File: src/rtl/stopwatch_timer_counter_pkg.sv
// Shared widths and default wrap limits for the stopwatch time base.
package timer_pkg;

  localparam int unsigned MS_W    = 10;
  localparam int unsigned SEC_W   = 6;
  localparam int unsigned MS_MAX  = 999;
  localparam int unsigned SEC_MAX = 59;

endpackage : timer_pkg

File: src/rtl/stopwatch_timer_counter_if.sv
// Control/count bundle between prescaler, stopwatch counter and display logic.
interface stopwatch_timer_counter_if;
  import timer_pkg::*;

  logic             I_EN_1MS;
  logic             I_CLEAR_EN;
  logic             I_START_EN;
  logic [MS_W-1:0]  O_TIMER_MS;
  logic [SEC_W-1:0] O_TIMER_SEC;

  modport master (
    output I_EN_1MS,
    output I_CLEAR_EN,
    output I_START_EN,
    input  O_TIMER_MS,
    input  O_TIMER_SEC
  );

  modport slave (
    input  I_EN_1MS,
    input  I_CLEAR_EN,
    input  I_START_EN,
    output O_TIMER_MS,
    output O_TIMER_SEC
  );

endinterface : stopwatch_timer_counter_if

File: src/rtl/stopwatch_timer_counter_mod_counter.sv
// Modulo-(MAX+1) counter with synchronous clear and a combinational carry-out.
module mod_counter #(
  parameter int unsigned W   = 10,
  parameter int unsigned MAX = 999
) (
  input  logic         clk,
  input  logic         rst_n,
  input  logic         clr,
  input  logic         inc,
  output logic [W-1:0] count,
  output logic         wrap_c
);

  localparam logic [W-1:0] MAX_V = W'(MAX);

  logic [W-1:0] count_q;
  logic [W-1:0] count_d;

  // >= rather than == so a stray out-of-range value still wraps on the next tick
  always_comb begin
    count_d = count_q;
    wrap_c  = inc && (count_q >= MAX_V);
    if (clr) begin
      count_d = '0;
    end else if (inc) begin
      count_d = wrap_c ? '0 : count_q + W'(1);
    end
  end

  always_ff @(posedge clk or negedge rst_n) begin
    if (!rst_n) begin
      count_q <= '0;
    end else begin
      count_q <= count_d;
    end
  end

  assign count = count_q;

endmodule : mod_counter

File: src/rtl/stopwatch_timer_counter.sv
// Stopwatch time base: ms (0..MS_MAX) carrying into seconds (0..SEC_MAX) on 1 ms ticks.
module stopwatch_timer_counter #(
  parameter int unsigned MS_MAX  = timer_pkg::MS_MAX,
  parameter int unsigned SEC_MAX = timer_pkg::SEC_MAX
) (
  input  logic                        I_CLK,
  input  logic                        I_RSTN,
  stopwatch_timer_counter_if.slave    bus
);

  localparam int unsigned MS_W  = timer_pkg::MS_W;
  localparam int unsigned SEC_W = timer_pkg::SEC_W;

  logic             ms_inc_c;
  logic             ms_wrap_c;
  logic             sec_wrap_unused_c;
  logic [MS_W-1:0]  ms_count;
  logic [SEC_W-1:0] sec_count;

  assign ms_inc_c = bus.I_START_EN & bus.I_EN_1MS;

  mod_counter #(
    .W   (MS_W),
    .MAX (MS_MAX)
  ) u_ms (
    .clk    (I_CLK),
    .rst_n  (I_RSTN),
    .clr    (bus.I_CLEAR_EN),
    .inc    (ms_inc_c),
    .count  (ms_count),
    .wrap_c (ms_wrap_c)
  );

  // Seconds advance only on the edge where milliseconds roll over
  mod_counter #(
    .W   (SEC_W),
    .MAX (SEC_MAX)
  ) u_sec (
    .clk    (I_CLK),
    .rst_n  (I_RSTN),
    .clr    (bus.I_CLEAR_EN),
    .inc    (ms_wrap_c),
    .count  (sec_count),
    .wrap_c (sec_wrap_unused_c)
  );

  assign bus.O_TIMER_MS  = ms_count;
  assign bus.O_TIMER_SEC = sec_count;

endmodule : stopwatch_timer_counter

File: src/flat_wrapper.sv
// flat-port wrapper written by rule: the top's interface ports become plain ports
module stopwatch_timer_counter_flat 
#(
  parameter int unsigned MS_MAX  = timer_pkg::MS_MAX,
  parameter int unsigned SEC_MAX = timer_pkg::SEC_MAX
)
  (I_CLK, I_RSTN, bus_I_EN_1MS, bus_I_CLEAR_EN, bus_I_START_EN, bus_O_TIMER_MS, bus_O_TIMER_SEC);
  stopwatch_timer_counter_if bus_i ();
  input  logic I_CLK;
  input  logic I_RSTN;
  input wire logic [$bits(bus_i.I_EN_1MS)-1:0] bus_I_EN_1MS;
  input wire logic [$bits(bus_i.I_CLEAR_EN)-1:0] bus_I_CLEAR_EN;
  input wire logic [$bits(bus_i.I_START_EN)-1:0] bus_I_START_EN;
  output wire logic [$bits(bus_i.O_TIMER_MS)-1:0] bus_O_TIMER_MS;
  output wire logic [$bits(bus_i.O_TIMER_SEC)-1:0] bus_O_TIMER_SEC;
  assign bus_i.I_EN_1MS = bus_I_EN_1MS;
  assign bus_i.I_CLEAR_EN = bus_I_CLEAR_EN;
  assign bus_i.I_START_EN = bus_I_START_EN;
  assign bus_O_TIMER_MS = bus_i.O_TIMER_MS;
  assign bus_O_TIMER_SEC = bus_i.O_TIMER_SEC;
  stopwatch_timer_counter #(.MS_MAX(MS_MAX), .SEC_MAX(SEC_MAX)) u_core (.I_CLK(I_CLK), .I_RSTN(I_RSTN), .bus(bus_i));
endmodule
File: config.mk
export PLATFORM = sky130hd
export DESIGN_NAME = stopwatch_timer_counter_flat
export DESIGN_NICKNAME = d
export VERILOG_FILES = /design/src/rtl/stopwatch_timer_counter_pkg.sv /design/src/rtl/stopwatch_timer_counter_if.sv /design/src/rtl/stopwatch_timer_counter_mod_counter.sv /design/src/rtl/stopwatch_timer_counter.sv /design/src/flat_wrapper.sv
export SDC_FILE = /design/constraint.sdc
export NUM_CORES = 1
export LEC_CHECK = 0
export BUFFER_PORTS_ARGS = -buffer_cell sky130_fd_sc_hd__buf_2
export CORE_MARGIN = 5
export CORE_UTILIZATION = 45
export DETAILED_ROUTE_END_ITERATION = 12
export GPL_ROUTABILITY_DRIVEN = 1
export HOLD_SLACK_MARGIN = 0.03
export PLACE_DENSITY = 0.69
export SLEW_MARGIN = 20
export SYNTH_ARGS = -nofsm -noshare
export SYNTH_HDL_FRONTEND = slang
export SYNTH_SLANG_ARGS = --single-unit
export TNS_END_PERCENT = 20
File: constraint.sdc
create_clock -name I_CLK -period 2.85 [get_ports I_CLK]
set_input_delay 0.57 -clock I_CLK [delete_from_list [all_inputs] [get_ports I_CLK]]
set_output_delay 0.57 -clock I_CLK [all_outputs]
set_load 0.03 [all_outputs]
* Word level (Yosys, flattened, before mapping) *
Index checks and enable logic that the tools add are counted.

word-level totals
  bits in registers = 16
  logic and storage cells = 17

operators by class
  bitwise gates (word level) = 1
  $add $sub $neg = 2
  reduce and logical (&&, ||, !) cells = 4
  magnitude comparators = 2
  muxes and demuxes = 6

operators by type and width
  cell                   number
  $mux 10                3
  $mux 6                 3
  $add 10x1->10 const B  1
  $ge 10x10->1 const B   1
  $add 6x1->6 const B    1
  $ge 6x6->1 const B     1
  $reduce_bool 2->1      2
  $logic_and 1x1->1      2
  $and 1x1->1            1

* Depth between registers and ports, before layout *
Gate-level depths: netlist of the first run.

  depth in word-level cells = 6
  mapped depth = 6
  depth with buffers taken out = 5

* Cells and area by module *
From an unflattened synthesis of the first run, not the netlist that was laid out.

unflattened totals
  cells, all modules = 88
  area total of the unflattened synthesis = 874.6 µm²

by module, submodules not included
  module                      cells an instance  times used  area an instance (µm²)
  mod_counter (u_core.u_ms)   56                 1           540.5
  mod_counter (u_core.u_sec)  31                 1           327.8
  stopwatch_timer_counter     1                  1           6.3

* Worst setup path before layout of the first run *
OpenSTA, ideal clock, no wires.

  path kind = reg-to-reg
  start point = register u_core.u_ms.count_q[0], in the netlist u_core.u_ms.count[0]
  end point = register u_core.u_sec.count_q[3], in the netlist u_core.u_sec.count[3]
  clock period less this slack = 1.870 ns
  stages on the path, launching flop included = 6
  arrival = 1.792 ns
  setup slack = 0.980 ns
  data required time = 2.772 ns
  buffers on the path = 0
  setup time = 0.078 ns
  path through = dfrtp_1 > ha_1 > a211oi_1 > or3_4 > or3_1 > a21oi_1

on the way
  cells in the longest elaborated chain, start to end = 6
  elaborated cells on any way between the ends = 7
  classes of those cells = order compare (1); mux (3); reduce/logical (3)

RTL lines
  item                    RTL line                                   text
  start, declared         stopwatch_timer_counter_mod_counter.sv:16  logic [W-1:0] count_q;
  start signal, assigned  stopwatch_timer_counter_mod_counter.sv:34  count_q <= count_d;
  $ge 10x10->1 (*)        stopwatch_timer_counter_mod_counter.sv:22  wrap_c = inc && (count_q >= MAX_V);
  $logic_and 1x1->1 (*)   stopwatch_timer_counter_mod_counter.sv:22
  $logic_and 1x1->1       stopwatch_timer_counter_mod_counter.sv:22
  $mux 6                  stopwatch_timer_counter_mod_counter.sv:26  count_d = wrap_c ? '0 : count_q + W'(1);
  $mux 6                  stopwatch_timer_counter_mod_counter.sv:25  end else if (inc) begin
  $mux 6                  stopwatch_timer_counter_mod_counter.sv:23  if (clr) begin
  end signal, assigned    stopwatch_timer_counter_mod_counter.sv:34
  end, declared           stopwatch_timer_counter_mod_counter.sv:16

Mark *: on every way between the ends. The rest lies on a longest branch, timed or not. The select of a mux whose other input is x is not followed.
A chain may end at the register's enable or synchronous reset.

* Worst setup path after layout of the first run *
  start point = register u_core.u_ms.count_q[0], in the netlist u_core.u_ms.count[0]
  end point = register u_core.u_sec.count_q[0], in the netlist u_core.u_sec.count[0]

Same word-level chain as after synthesis.

==> results.yml, run 1 <==
timing:
  worst_slew_pin_slew_ns: 0.359
  max_freq_mhz: 550
  setup_tns_ns: 0
  period_share_pct: 63.8
  final-hold-violation-count: 0
  rsz0062_at_grt: "false"
  fin_worst_skew_ns: 0.00668
  relSlewSlack_pct: 76.1
  maxSlewViolCount: 0
  fin_crit_ns: 1.82
  setup_viol: 0
  whs_ns: 0.174
logic_synthesis:
  synth_nets: 94
  ys_ff_latch: 16
  synth_fa_ha_area_share_pct: 2.99
  yosysWarnings: 0
  synth_common_cells: "16 x dfrtp_1, 12 x nor2_1, 6 x nand2_1, 6 x nand4_1, 6 x xor2_1"
  synth-xor-area-share_pct: 9.40
  postSynthAreaPerCell_sq_um: 9.64
  synth_edf_count: 0
  synth_cells: 87
  yosys-top-cells-area: "dfrtp_1 48%, xor2_1 6.3%, nor2_1 5.4%, nand4_1 4.5%, o2bb2ai_1 3.1%"
  yosysTopAreaCellShare_pct: 47.8
  yosys.area.top_type: "dfrtp_1"
  muxShareOfSynthArea_pct: 1.19
  synth_top_family_by_area: "simple AND/OR/NAND/NOR gates"
  synth.most_common_cell: "dfrtp_1"
  ys.flop_type: "dfrtp_1"
  async_flop_share_pct: 100
  yosysSeqAreaShare_pct: 47.8
  synth_area_sq_um: 838
  synth_compound_area_share_pct: 11.6
  yosysUniqueCellTypes: 29
  synth-simple-area-share_pct: 25.5
cells_and_area:
  final_cells: 134
  diodes: 0
  final_util_pct: 57.1
  nets: 117
  fillers: 161
  drive_gt1_share_pct: 23.9
  seq_area_sq_um: 400
  syn2layout_area_growth_pct: 19.0
  multi_input_area_sq_um: 425
pwr:
  p_comb_share_pct: 6.1
  internal-power_uw: 313
  p_sw_share_pct: 22.7
  p_clk_share_pct: 37.1
  p_leak_uw: 0.000468
  seqPwrFrac_pct: 56.9
  p_per_area_mw_per_mm2: 406
  power_switching_uw: 92.0
  ir_drop_uv: 237
cts:
  numCtsBuffers: 3
  cts_sinks: 16
  clkTransAtPathRegs_ns: 0.10
  ctsResizeCount: 0
  postCtsSetupBuffers: 0
  ctsRootBufferMaster: "clkbuf_4"
  clk_latency_ns: 0.29
  ctsHoldBuffers: 0
  htreeDepth: 1
  clockBufferDepth: 2
  cts_tree: "yes"
grt:
  grt_first_pass_wirelength_mm: 2.99
  grtUsageTotal_pct: 14.8
  grt_max_degree: 17
  antenna_found_initial: 0
  grt_pass1_vias: 654
  grt_overflow: 0
routing:
  drc: 0
  routed_wl_mm: 1.78
  viasPerCell: 5.43
  vias: 727
  ant_nets: 0
  dr.first_iter.drc_count: 21
  first_pass_iters: 4
  wl_per_cell_um: 13.2
hold_path:
  min_path_type: "primary input to asynchronous set/reset pin"
setup_path:
  cp-start-kind: "flip-flop"
  rr_worst_depth: 5
  end_kind: "flip-flop"
  crit_fanout: 9
  worst-setup-path-type: "flip-flop to flip-flop"
  critPathRequiredTime_ns: 3.07
  arrival_ns: 2.04
die:
  die_area_sq_mm: 0.00283
  fp-row-count: 15
  io_pins: 21
  chipWidth_um: 53.2
  initial_core_util_pct: 48.0
  coreArea_sq_mm: 0.00175
  die_h_um: 53.2
place:
  place_hpwl_mm: 1.35
  gp_congestion: 0.863
  dp_cells: 130
  port-buffer-count: 20
flow_run:
  cap_violations: 0
status:
  status: "finished, final reports clean"
power groups by stage:
stage	clock network, uW	registers (uW)	logic [uW]
6_report	150	230	24.6
2_1_floorplan	0	237	10.5
3_3_place_gp	0	234	24.8
3_5_place_dp	0	235	25.1
4_1_cts	155	230	25.1
5_1_grt	161	231	28.1
sequential cells by signal (all words and copies together) (netlist names):
register / cells
u_core.u_ms.count: 10
u_core.u_sec.count: 6
cell usage in the layout (no fill, tap or decap), drive strengths merged, types with 4 or more instances in the layout:
cell	count
buf	20
nand4	6
xor2	6
nand3	5
a21oi	5
dfrtp	16
nand2	6
clkbuf	4
nor2	12
kinds of logic after synthesis:
logic type,after synthesis
and+or+nand+nor,41
DFF,16
AOI/OAI and AO/OA,15
xor gates and xnor gates,9
buffers and inverters,3
adders and majority gates,2
muxes,1
routing by layer:
| metal | vias up | wire (um) | track usage (%) |
|---|---|---|---|
| met3 | 4 | 152 | 2.54 |
| met4 | 0 | 30 | 7.66 |
| li1 | 360 | - | - |
| met5 | - | 0 | 0 |
| met1 | 332 | 869 | 22.4 |
| met2 | 31 | 723 | 19.6 |
worst max-delay path, stage by stage, from the launching register on:
cell and delay (ns):
dfrtp_1 0.43, ha_1 0.28, a211oi_1 0.32, or3_4 0.21, or2b_1 0.34, mux2i_1 0.16
path summary, 6_finish.rpt:
path / slack, ns / endpoint / startpoint
max in group asynchronous: 2.41 / u_core.u_ms.count[6] / I_RSTN
worst max register to register: 1.03 / u_core.u_sec.count[0] / u_core.u_ms.count[0]
min in group I_CLK: 0.54 / u_core.u_sec.count[2] / bus_I_CLEAR_EN
worst max-delay path: 1.03 / u_core.u_sec.count[0] / u_core.u_ms.count[0]
worst min register to register: 0.55 / u_core.u_sec.count[0] / u_core.u_sec.count[0]
worst min-delay path: 0.17 / u_core.u_sec.count[4] / I_RSTN
layout make-up:
cell class / count / share of cell area [%]
multi-input cells: 68 / 42.7
flip-flops and latches: 16 / 40.2
repair buffers: 20 / 10.0
clock buffers: 4 / 3.64
well taps: 25 / 3.14
inverters: 1 / 0.376
stage by stage:
stage | power (uW) | setup slack [ns] | area, sq um
after floorplan | 248 | 0.980 | 838
after global placement | 259 | 1.12 | 961
after detailed placement | 260 | 1.05 | 961
after CTS | 410 | 1.04 | 997
after global routing | 420 | 0.912 | 997
final | 405 | 1.03 | 997
Note: power is estimated with default switching activity, not from simulation.
==> run 2, diff against run 1 <==
ABC_AREA = 1   (was not set)
PLACE_DENSITY = 0.68   (was 0.69)
clock period = 1.84 ns   (was 2.85 ns; I/O delays follow)
==> run 2 against run 1 <==
Compared with the run above: via count increased by 17%; critical endpoint is now u_core.u_ms.count[2]; clock skew rose by 0.0042 ns; largest cell class unchanged; fmax increased by 31%; highest routed layer unchanged; final area up 9.9%; register-to-register slack worse by 0.58 ns.
==> results.yml, run 2 <==
setup_path:
  worst-setup-path-type: "flip-flop to flip-flop"
  slowest_delay_ns: 0.42
  path_buf_inv: 1
  startpoint: "u_core.u_ms.count[1]"
  cp.depth: 8
  crit_fanout: 9
  path_delay_family: "simple AND/OR/NAND/NOR gates"
  critPathRequiredTime_ns: 2.06
  timing.rr.start: "u_core.u_ms.count[1]"
  cp-start-kind: "flip-flop"
  rr_worst_depth: 8
  crit-reg2reg-capture: "u_core.u_ms.count[2]"
  end_kind: "flip-flop"
  slowest_stage: "dfrtp_1"
  crit_path_frequent_cell: "nand2_1"
  rrSetupSlack_ns: 0.45
  arrival_ns: 1.60
  cp_cell_sequence: "ha_1 > nand2_1 > nand3_1 > nand3_2 > nand2_4 > inv_4 > nand2_1 > nor2_1"
hold_path:
  min_path_type: "primary input to flip-flop"
  worstHoldStart: "bus_I_EN_1MS"
  whs_path_depth: 4
  min_to: "u_core.u_ms.count[7]"
routing:
  wl_met3_um: 122
  viasPerCell: 4.85
  wl_met1_um: 947
  wl_per_cell_um: 11.3
  first_pass_iters: 5
  vias: 848
  drc: 0
  dr.first_iter.drc_count: 18
  ant_nets: 0
  highest_layer: "met4"
  wl_met2_um: 895
  routed_wl_mm: 1.98
cts:
  ctsRootBufferMaster: "clkbuf_4"
  clockBufferDepth: 2
  clkTransAtPathRegs_ns: 0.10
  cts_sinks: 16
  htreeDepth: 1
  cts_tree: "yes"
  clk_latency_ns: 0.29
  numCtsBuffers: 3
die:
  chipWidth_um: 55.3
  die_area_sq_mm: 0.00306
  initial_core_util_pct: 47.1
  io_pins: 21
  fp-row-count: 16
  die_h_um: 55.3
  coreArea_sq_mm: 0.00196
place:
  gp_congestion: 0.831
  place_hpwl_mm: 1.52
  dp_slack_ns: 0.429
  placed_area_sq_mm: 0.00105
  port-buffer-count: 20
timing:
  setup_viol: 0
  period_share_pct: 75.3
  fin_worst_skew_ns: 0.0108
  final-hold-violation-count: 0
  relSlewSlack_pct: 76.4
  rsz0062_at_grt: "false"
  maxSlewViolCount: 0
  fin_crit_ns: 1.39
  setup_tns_ns: 0
  max_freq_mhz: 721
  worst_slew_pin_slew_ns: 0.354
  worst_slack_ns: 0.454
  whs_ns: 0.390
logic_synthesis:
  ys_ff_latch: 16
  synth_cells: 124
  synth_area_sq_um: 923
  yosysUniqueCellTypes: 19
  synth_nets: 131
  ys.flop_type: "dfrtp_1"
  yosys-top-cells-area: "dfrtp_1 43%, nand2_1 15%, nor2_1 6.9%, nand3_1 6.5%, inv_1 5.7%"
  yosysSeqAreaShare_pct: 43.4
  yosysWarnings: 0
  synth_edf_count: 0
  postSynthAreaPerCell_sq_um: 7.45
  async_flop_share_pct: 100
  synth.most_common_cell: "nand2_1"
  synth_common_cells: "36 x nand2_1, 17 x nor2_1, 16 x dfrtp_1"
  yosys.area.top_type: "dfrtp_1"
  yosysTopAreaCellShare_pct: 43.4
pwr:
  p_leak_uw: 0.000610
  p_per_area_mw_per_mm2: 614
  ir_drop_uv: 392
status:
  status: "finished, final reports clean"
grt:
  grt_first_pass_wirelength_mm: 3.65
  grtUsageTotal_pct: 14.5
  grt_overflow: 0
  antenna_found_initial: 0
  grt_max_degree: 17
  grt_pass1_vias: 835
cells_and_area:
  diodes: 0
  nets: 156
  largest_reg_flops: 10
  drive_gt1_share_pct: 22.3
  syn2layout_area_growth_pct: 18.7
  final_util_pct: 55.9
  layout_commonest_cell: "nand2_1"
  final_cell_mix: "36 x nand2_1, 20 x buf_2, 17 x nor2_1"
  fin_area_sq_mm: 0.00110
flow_run:
  cap_violations: 0
[run 2: area by class of cell]
class / instances / area, sq um
inverter: 17 / 66.3
tap: 27 / 33.8
timing repair buffer: 21 / 110
clock buffer: 4 / 36.3
sequential: 16 / 400
multi-input combinational: 90 / 449
fill: 206 / 866
[run 2: cells by family (layout without fill, tap and decap cells)]
logic type               count (synthesis)  count (layout)  synth area share, %
AO/OA/AOI/OAI                            8               8                 5.15
XOR/XNOR                                 4               4                 3.79
adder cells (fa/ha/maj)                  2               2                 2.71
buffers and inverters                   18              42                 8.00
flip-flops                              16              16                 43.4
AND/OR/NAND/NOR                         76              76                 37.0
[run 2: metrics by stage]
stage	std cells	total power [uW]
floorplan	124	418
global route	175	707
global placement	170	442
CTS	175	680
finish	175	673
detailed placement	170	443
[run 2: worst reg2reg max path: stages (launching register included)]
cell and delay [ns]:
dfrtp_1 0.42, ha_1 0.20, nand2_1 0.09, nand3_1 0.10
nand3_2 0.15, nand2_4 0.12, inv_4 0.10, nand2_1 0.05
nor2_1 0.08
[run 2: how the worst max path moves through the flow]
stage,end,slack (ns)
6_report,u_core.u_ms.count[2],0.45
5_1_grt,u_core.u_sec.count[2],0.31
4_1_cts,u_core.u_ms.count[2],0.46
3_5_place_dp,u_core.u_ms.count[9],0.43
3_3_place_gp,u_core.u_ms.count[9],0.43
2_1_floorplan,u_core.u_sec.count[2],0.38
[run 2: metal layers]
| metal | track usage (%) | vias up |
|---|---|---|
| met5 | 0 | - |
| met4 | 5.56 | 0 |
| met3 | 4.20 | 2 |
| met2 | 22.5 | 26 |
| met1 | 19.1 | 378 |
| li1 | - | 442 |
[run 2: power by group]
group | leakage, uW | internal (uW) | total, uW | switching, uW
Combinational | 0.000367 | 20.0 | 70.4 | 50.4
Sequential | 0.000221 | 359 | 366 | 6.75
Clock | 0.0000210 | 120 | 236 | 116
Total | 0.000610 | 500 | 673 | 173
[run 2: repair_timing]
action,CTS,global route
endpoints found under the setup margin,0,0
buffers inserted,0,0
endpoints found under the hold margin,16,0
resized for setup,0,0
hold buffers,1,0
